File: config.mk
export PLATFORM = sky130hd
export DESIGN_NAME = reg_dump_reader
export DESIGN_NICKNAME = d
export VERILOG_FILES = /design/src/rtl/reg_dump_reader.sv
export SDC_FILE = /design/constraint.sdc
export NUM_CORES = 1
export LEC_CHECK = 0
export BUFFER_PORTS_ARGS = -buffer_cell sky130_fd_sc_hd__buf_4
export CORE_MARGIN = 8
export CORE_UTILIZATION = 35
export DETAILED_ROUTE_END_ITERATION = 7
export GPL_TIMING_DRIVEN = 0
export HOLD_SLACK_MARGIN = 0.08
export PLACE_DENSITY = 0.6
export SLEW_MARGIN = 20
export SYNTH_ARGS = -nofsm -noshare
export SYNTH_HDL_FRONTEND = slang
export SYNTH_SLANG_ARGS = --single-unit
File: constraint.sdc
create_clock -name clk -period 2.05 [get_ports clk]
set_input_delay 0.41 -clock clk [delete_from_list [all_inputs] [get_ports clk]]
set_output_delay 0.41 -clock clk [all_outputs]
set_load 0.02 [all_outputs]
File: src/rtl/reg_dump_reader.sv
// Walks register indices FIRST_REG..LAST_REG through a combinational register-file
// read port and streams each captured value out over a valid/ready handshake.
module reg_dump_reader #(
  parameter int FIRST_REG = 0,
  parameter int LAST_REG  = 31
) (
  input  logic        clk,
  input  logic        rst_n,
  input  logic        start,
  input  logic        abort,
  output logic [4:0]  rA,
  input  logic [31:0] A,
  output logic        out_valid,
  input  logic        out_ready,
  output logic [31:0] out_data,
  output logic [4:0]  out_idx,
  output logic        out_last,
  output logic        busy,
  output logic        done
);

  localparam logic [4:0] FIRST_IDX = 5'(FIRST_REG);
  localparam logic [4:0] LAST_IDX  = 5'(LAST_REG);

  typedef enum logic [1:0] {IDLE, READ, SEND, DONE} state_t;

  state_t      state_reg;
  logic [4:0]  idx_reg;

  // The read address is the index register itself, so A is valid for a whole READ cycle.
  assign rA = idx_reg;

  always_ff @(posedge clk or negedge rst_n) begin
    if (!rst_n) begin
      state_reg <= IDLE;
      idx_reg   <= 5'd0;
      out_valid <= 1'b0;
      out_data  <= 32'd0;
      out_idx   <= 5'd0;
      out_last  <= 1'b0;
      busy      <= 1'b0;
      done      <= 1'b0;
    end else if (abort && state_reg != IDLE) begin
      // Cancelling drops the dump outright; a word accepted on this edge still counts.
      state_reg <= IDLE;
      idx_reg   <= 5'd0;
      out_valid <= 1'b0;
      busy      <= 1'b0;
      done      <= 1'b0;
    end else begin
      case (state_reg)
        IDLE: begin
          if (start && !abort) begin
            idx_reg   <= FIRST_IDX;
            busy      <= 1'b1;
            state_reg <= READ;
          end
        end
        READ: begin
          out_data  <= A;
          out_idx   <= idx_reg;
          out_last  <= (idx_reg == LAST_IDX);
          out_valid <= 1'b1;
          state_reg <= SEND;
        end
        SEND: begin
          if (out_valid && out_ready) begin
            out_valid <= 1'b0;
            if (idx_reg == LAST_IDX) begin
              busy      <= 1'b0;
              done      <= 1'b1;
              state_reg <= DONE;
            end else begin
              idx_reg   <= idx_reg + 5'd1;
              state_reg <= READ;
            end
          end
        end
        DONE: begin
          done      <= 1'b0;
          state_reg <= IDLE;
        end
        default: begin
          state_reg <= IDLE;
        end
      endcase
    end
  end

endmodule
==> flow_summary.ini, run 1 <==
[die]
num_io_pins = 83
horizontal_die_dimension_um = 92.1
core_area_um2 = 5540
std_cell_rows = 27
total_die_area_um2 = 8480
die_y_um = 92.1
initial_core_util = 0.366

[clock_tree]
worstSkewPairLatency_ps = 300
max-clock-path-buffers = 2
clock_sink_count = 48
ctsHtreeMaxLevel = 2
clock_tree.root_cell = clkbuf_8
clkTransAtPathRegs_ps = 90
cts_hold_repair_buffers = 0
cts_inserted_buffers = 5
cts_tree = yes

[sta]
finalHoldViolations = 0
finalMaxSlewViolations = 0
max_freq_mhz = 495
timing.max_slew.rel_slack = 0.573
finalSetupViolations = 0
fin_setup_tns_ps = 0
final_min_period_over_clock_period = 0.986
setup_skew_after_layout_ps = 9.94
worst_slew_pin_slew_ps = 639
rsz0062_at_grt = true
period_minus_slack_ps = 2020

[drt]
drtAntennaViolNets = 0
post_drt_via_cell_ratio = 4.80
first_pass_iters = 2
routed-via-count = 1482
wl_per_cell_um = 15.6
drt_first_iter_violations = 66
wl_mm = 4.81
route.detailed.drc = 0

[logic_synthesis]
yosys.area_share.xor_xnor = 0
largest_family_of_logic_cells_by_synthesized_area = multiplexers
synth_area_um2 = 2030
synthDistinctLibCells = 28
synth-seq-cells = 48
synthAdderAreaFrac = 0.0185
synth-seq-area-share = 0.593
syn_avg_cell_area_um2 = 13.9
synth_mux_area_frac = 0.216
synth_compound_area_frac = 0.0667
synth-simple-area-share = 0.0735
post_synth_inst_count = 146
postSynthNetCount = 186
yosysWarnings = 0

[pwr]
p_per_area_nw_per_um2 = 1030
design_power_total_mw = 2.94
max-vdd-ir-drop_uv = 460
cellLeakagePower_nw = 1.33

[cells_and_area]
fill_cells = 528
syn2layout_area_growth_pct = 41.0
leading_cell_type_in_the_layout_fill_and_taps_excluded = buf_4
drive_above_1_share = 0.599
sequential_cell_area_um2 = 1200
antennaDiodeCount = 0
largest_reg_flops = 32
mostFrequentLayoutCells = buf_4, dfrtp_1, mux2_2
multi_input_comb_area_um2 = 790
fin_nets = 276
largest_register = out_data
layout.core_utilization = 0.516
final_area_um2 = 2860

[job]
max_cap_viol_count = 0

[placement]
place.gp.congestion = 0.759
dp_hpwl_mm = 3.60
port-buffer-count = 81
postPlaceCellArea_um2 = 2730

[grt]
grt_use_met2 = 0.169
overflow = 0
grt_busiest_layer = met2
grt_first_pass_wirelength_mm = 7.96
initial_antenna_violation_count = 0
vias_in_the_first_global_route = 1558
grt_use_total = 0.115
grt_max_degree = 49
global_route.usage.met1 = 0.142
met3_usage = 0.0660

[worst_setup_path]
worstSetupPathType = register to register
worst_path_most_repeated_cell = ha_4
crit_chain = ha_4 -> and3_4 -> ha_4 -> or4b_1 -> or4_1 -> o211ai_1
worstSetupStartpointType = register
cpMaxStageDelayCell = or4b_1
worst_ep_arrival_time_ps = 2230
critPathBufInv = 0
worst_setup_path_end_kind = register
crit_required_ps = 2260
slowest_delay_ps = 470
worst-path-max-fanout = 7
timing.critical_path.max_delay_family = simple AND/OR/NAND/NOR gates

[outcome]
run_status = complete, no violations

[min_path]
hold_class = input pin to async pin
-- repair_timing --
item,in CTS,in global routing
pin swaps,0,0
setup buffers,2,0
resized for setup,2,1
hold endpoints to repair,0,0
endpoints found under the setup margin,1,1
-- worst paths after layout --
path	startpoint	endpoint	slack [ps]	cells after the start
max	rA[0]	rA[3]	30	6
min	rst_n	out_data[0]	110	1
max reg2reg	rA[0]	rA[3]	30	6
min reg2reg	out_data[0]	out_data[0]	510	1
max in group asynchronous	rst_n	rA[1]	1490	1
min in group clk	abort	state_reg[1]	300	2
-- layer usage --
metal / up-vias / wire length [um]
li1: 709 / -
met1: 701 / 2200
met2: 66 / 2010
met3: 6 / 561
met4: 0 / 47
met5: - / 0
-- cell type report --
type,count,share of cell area
inverters,6,0.00788
clock buffers,6,0.0254
well taps,72,0.0315
multi-input cells,85,0.276
plain buffers,7,0.0149
flip-flops and latches,48,0.421
clock inverters,2,0.00438
repair buffers,83,0.218
-- cell families after synthesis --
kind of cell               Yosys count
DFF                                 48
buffers and inverters               13
muxes                               39
adders and majority gates            3
and+or+nand+nor                     23
AOI/OAI and AO/OA                   20
-- cells in the mapped netlist, drive strengths merged --
| library cell | instances | area share |
|---|---|---|
| o32a | 1 | 0.0056 |
| and3 | 1 | 0.0031 |
| nand2 | 1 | 0.0019 |
| nor3b | 1 | 0.0037 |
| or4 | 2 | 0.0074 |
| inv | 6 | 0.011 |
| a21boi | 2 | 0.0074 |
| nor3 | 1 | 0.0025 |
| dfrtp | 48 | 0.59 |
| o211ai | 7 | 0.026 |
| o21ai | 4 | 0.0099 |
| nor2 | 2 | 0.0037 |
| nand3 | 7 | 0.017 |
| or3b | 1 | 0.0056 |
| o31ai | 1 | 0.0037 |
| ha | 3 | 0.019 |
| mux2i | 1 | 0.0049 |
| a21oi | 4 | 0.0099 |
| nand2b | 2 | 0.0062 |
| mux2 | 38 | 0.21 |
| nor2b | 1 | 0.0031 |
| buf | 7 | 0.021 |
| or4b | 3 | 0.015 |
| and2b | 1 | 0.0043 |
| a2bb2oi | 1 | 0.0043 |
-- stage by stage --
step           cells  worst slack [ps]  hold WS (ps)
3_5_place_dp     299             -34.8           467
2_1_floorplan    146              7.62           114
4_1_cts          309              15.4           131
3_3_place_gp     299             -28.9           473
6_report         309              29.3           109
5_1_grt          309             -47.6           163
-- power by group --
group / switching [mW] / total (mW) / internal (mW)
logic: 0.547 / 1.09 / 0.540
clock network: 0.305 / 0.544 / 0.239
registers: 0.128 / 1.31 / 1.18
total: 0.981 / 2.94 / 1.96
No activity file was read; power rests on OpenSTA's default activity.
==> run 2: changes to the inputs <==
==> constraint.sdc (replaced) <==
create_clock -name clk -period 2.05 [get_ports clk]
set_input_delay 0.3075 -clock clk [delete_from_list [all_inputs] [get_ports clk]]
set_output_delay 0.3075 -clock clk [all_outputs]
set_load 0.02 [all_outputs]
==> flow_summary.ini, run 2 (same netlist as run 1, synthesis figures left out) <==
[cells_and_area]
layout.core_utilization = 0.517
fin_nets = 277
largest_reg_flops = 32
mostFrequentLayoutCells = buf_4, dfrtp_1, mux2_2
syn2layout_area_growth_pct = 41.5
largest_register = out_data
antennaDiodeCount = 0
leading_cell_type_in_the_layout_fill_and_taps_excluded = buf_4
drive_above_1_share = 0.597
instances_no_fill = 310

[min_path]
hold_class = input pin to register
hold_path_depth = 2
timing.hold.worst.start = abort

[placement]
post-place-cells = 299
dp_hpwl_mm = 3.60
port-buffer-count = 81
place.gp.congestion = 0.759
placement.setup.worst_slack_ps = -34.8

[die]
die_y_um = 92.1
total_die_area_um2 = 8480
core_area_um2 = 5540
horizontal_die_dimension_um = 92.1
num_io_pins = 83
initial_core_util = 0.366
std_cell_rows = 27

[drt]
route.detailed.drc = 0
routed-via-count = 1483
wl_mm = 4.81
drtAntennaViolNets = 0
first_pass_iters = 2
post_drt_via_cell_ratio = 4.78
drt_first_iter_violations = 70
wl_per_cell_um = 15.5

[grt]
grt_max_degree = 49
grt_first_pass_wirelength_mm = 7.97
initial_antenna_violation_count = 0
grt_use_total = 0.115
overflow = 0
vias_in_the_first_global_route = 1562

[pwr]
max-vdd-ir-drop_uv = 460
p_per_area_nw_per_um2 = 1030
cellLeakagePower_nw = 1.34
design_power_total_mw = 2.94

[worst_setup_path]
cpMaxStageDelayCell = or4b_1
worstSetupStartpointType = register
worst_path_most_repeated_cell = ha_4
worstSetupPathType = register to register
reg2reg_setup_slack_ps = 30
worst-path-max-fanout = 7
timing.critical_path.max_delay_family = simple AND/OR/NAND/NOR gates
r2r.worst_path.cells = 6
crit_chain = ha_4 -> and3_4 -> ha_4 -> or4b_1 -> or4_1 -> o211ai_1
critPathBufInv = 0
worst_setup_path_end_kind = register
cp.depth = 6
cp-startpoint = rA[0]
crit_required_ps = 2260
worstReg2RegStart = rA[0]
slowest_delay_ps = 470
worst_ep_arrival_time_ps = 2230

[sta]
finalSetupViolations = 0
final_min_period_over_clock_period = 0.985
setup_skew_after_layout_ps = 9.68
finalHoldViolations = 0
period_minus_slack_ps = 2020
rsz0062_at_grt = true
timing.max_slew.rel_slack = 0.573
max_freq_mhz = 495
final.setup.worst_slack_ps = 30.1
worst_slew_pin_slew_ps = 639
finalMaxSlewViolations = 0

[clock_tree]
max-clock-path-buffers = 2
ctsHtreeMaxLevel = 2
cts_inserted_buffers = 5
worstSkewPairLatency_ps = 300
clock_sink_count = 48
clock_tree.root_cell = clkbuf_8
clkTransAtPathRegs_ps = 90
cts_tree = yes

[job]
max_cap_viol_count = 0

[outcome]
run_status = complete, no violations
## run 2: cell types whose count changed in the layout (fill, tap and decap cells not counted), sizes merged
cell / delta
dlygate4sd3: +1
## run 2: report_power, final
part | internal (mW) | switching [mW]
clock | 0.239 | 0.305
sequential | 1.18 | 0.128
combinational | 0.541 | 0.548
## run 2: routing by layer
| metal | global-route usage | part of all wire | vias to the layer above |
|---|---|---|---|
| li1 | - | - | 711 |
| met1 | 0.141 | 0.45 | 700 |
| met2 | 0.169 | 0.42 | 66 |
| met3 | 0.0676 | 0.12 | 6 |
| met4 | 0.0282 | 0.0098 | 0 |
| met5 | 0 | 0 | - |
## run 2: path summary, 6_finish.rpt
check,end
max reg2reg,rA[3]
min reg2reg,out_data[0]
max,rA[3]
max in group asynchronous,rA[1]
min in group asynchronous,out_data[0]
min,state_reg[1]
## run 2: per-stage QoR
| stage | cell area (um^2) | TNS (ps) | hold slack, ps |
|---|---|---|---|
| after floorplan | 2030 | 0 | 11.9 |
| after global placement | 2730 | -28.9 | 370 |
| after detailed placement | 2730 | -34.8 | 365 |
| after CTS | 2860 | 0 | 186 |
| after global routing | 2870 | -47.6 | 195 |
| final | 2870 | 0 | 200 |
## run 2: area by class of cell
| cell class | count | area, um^2 |
|---|---|---|
| Buffer | 7 | 42.5 |
| Fill cell | 527 | 2670 |
| Multi-Input combinational cell | 85 | 790 |
| Timing Repair Buffer | 84 | 633 |
| Clock inverter | 2 | 12.5 |
| Clock buffer | 6 | 72.6 |
| Inverter | 6 | 22.5 |
| Tap cell | 72 | 90.1 |
| Sequential cell | 48 | 1200 |
## run 2: timing repair
action                                 4_1_cts  5_1_grt
resized for setup                            2        1
setup endpoints to repair                    1        1
endpoints found under the hold margin       48        0
hold buffers                                 1        0
buffers inserted                             2        0
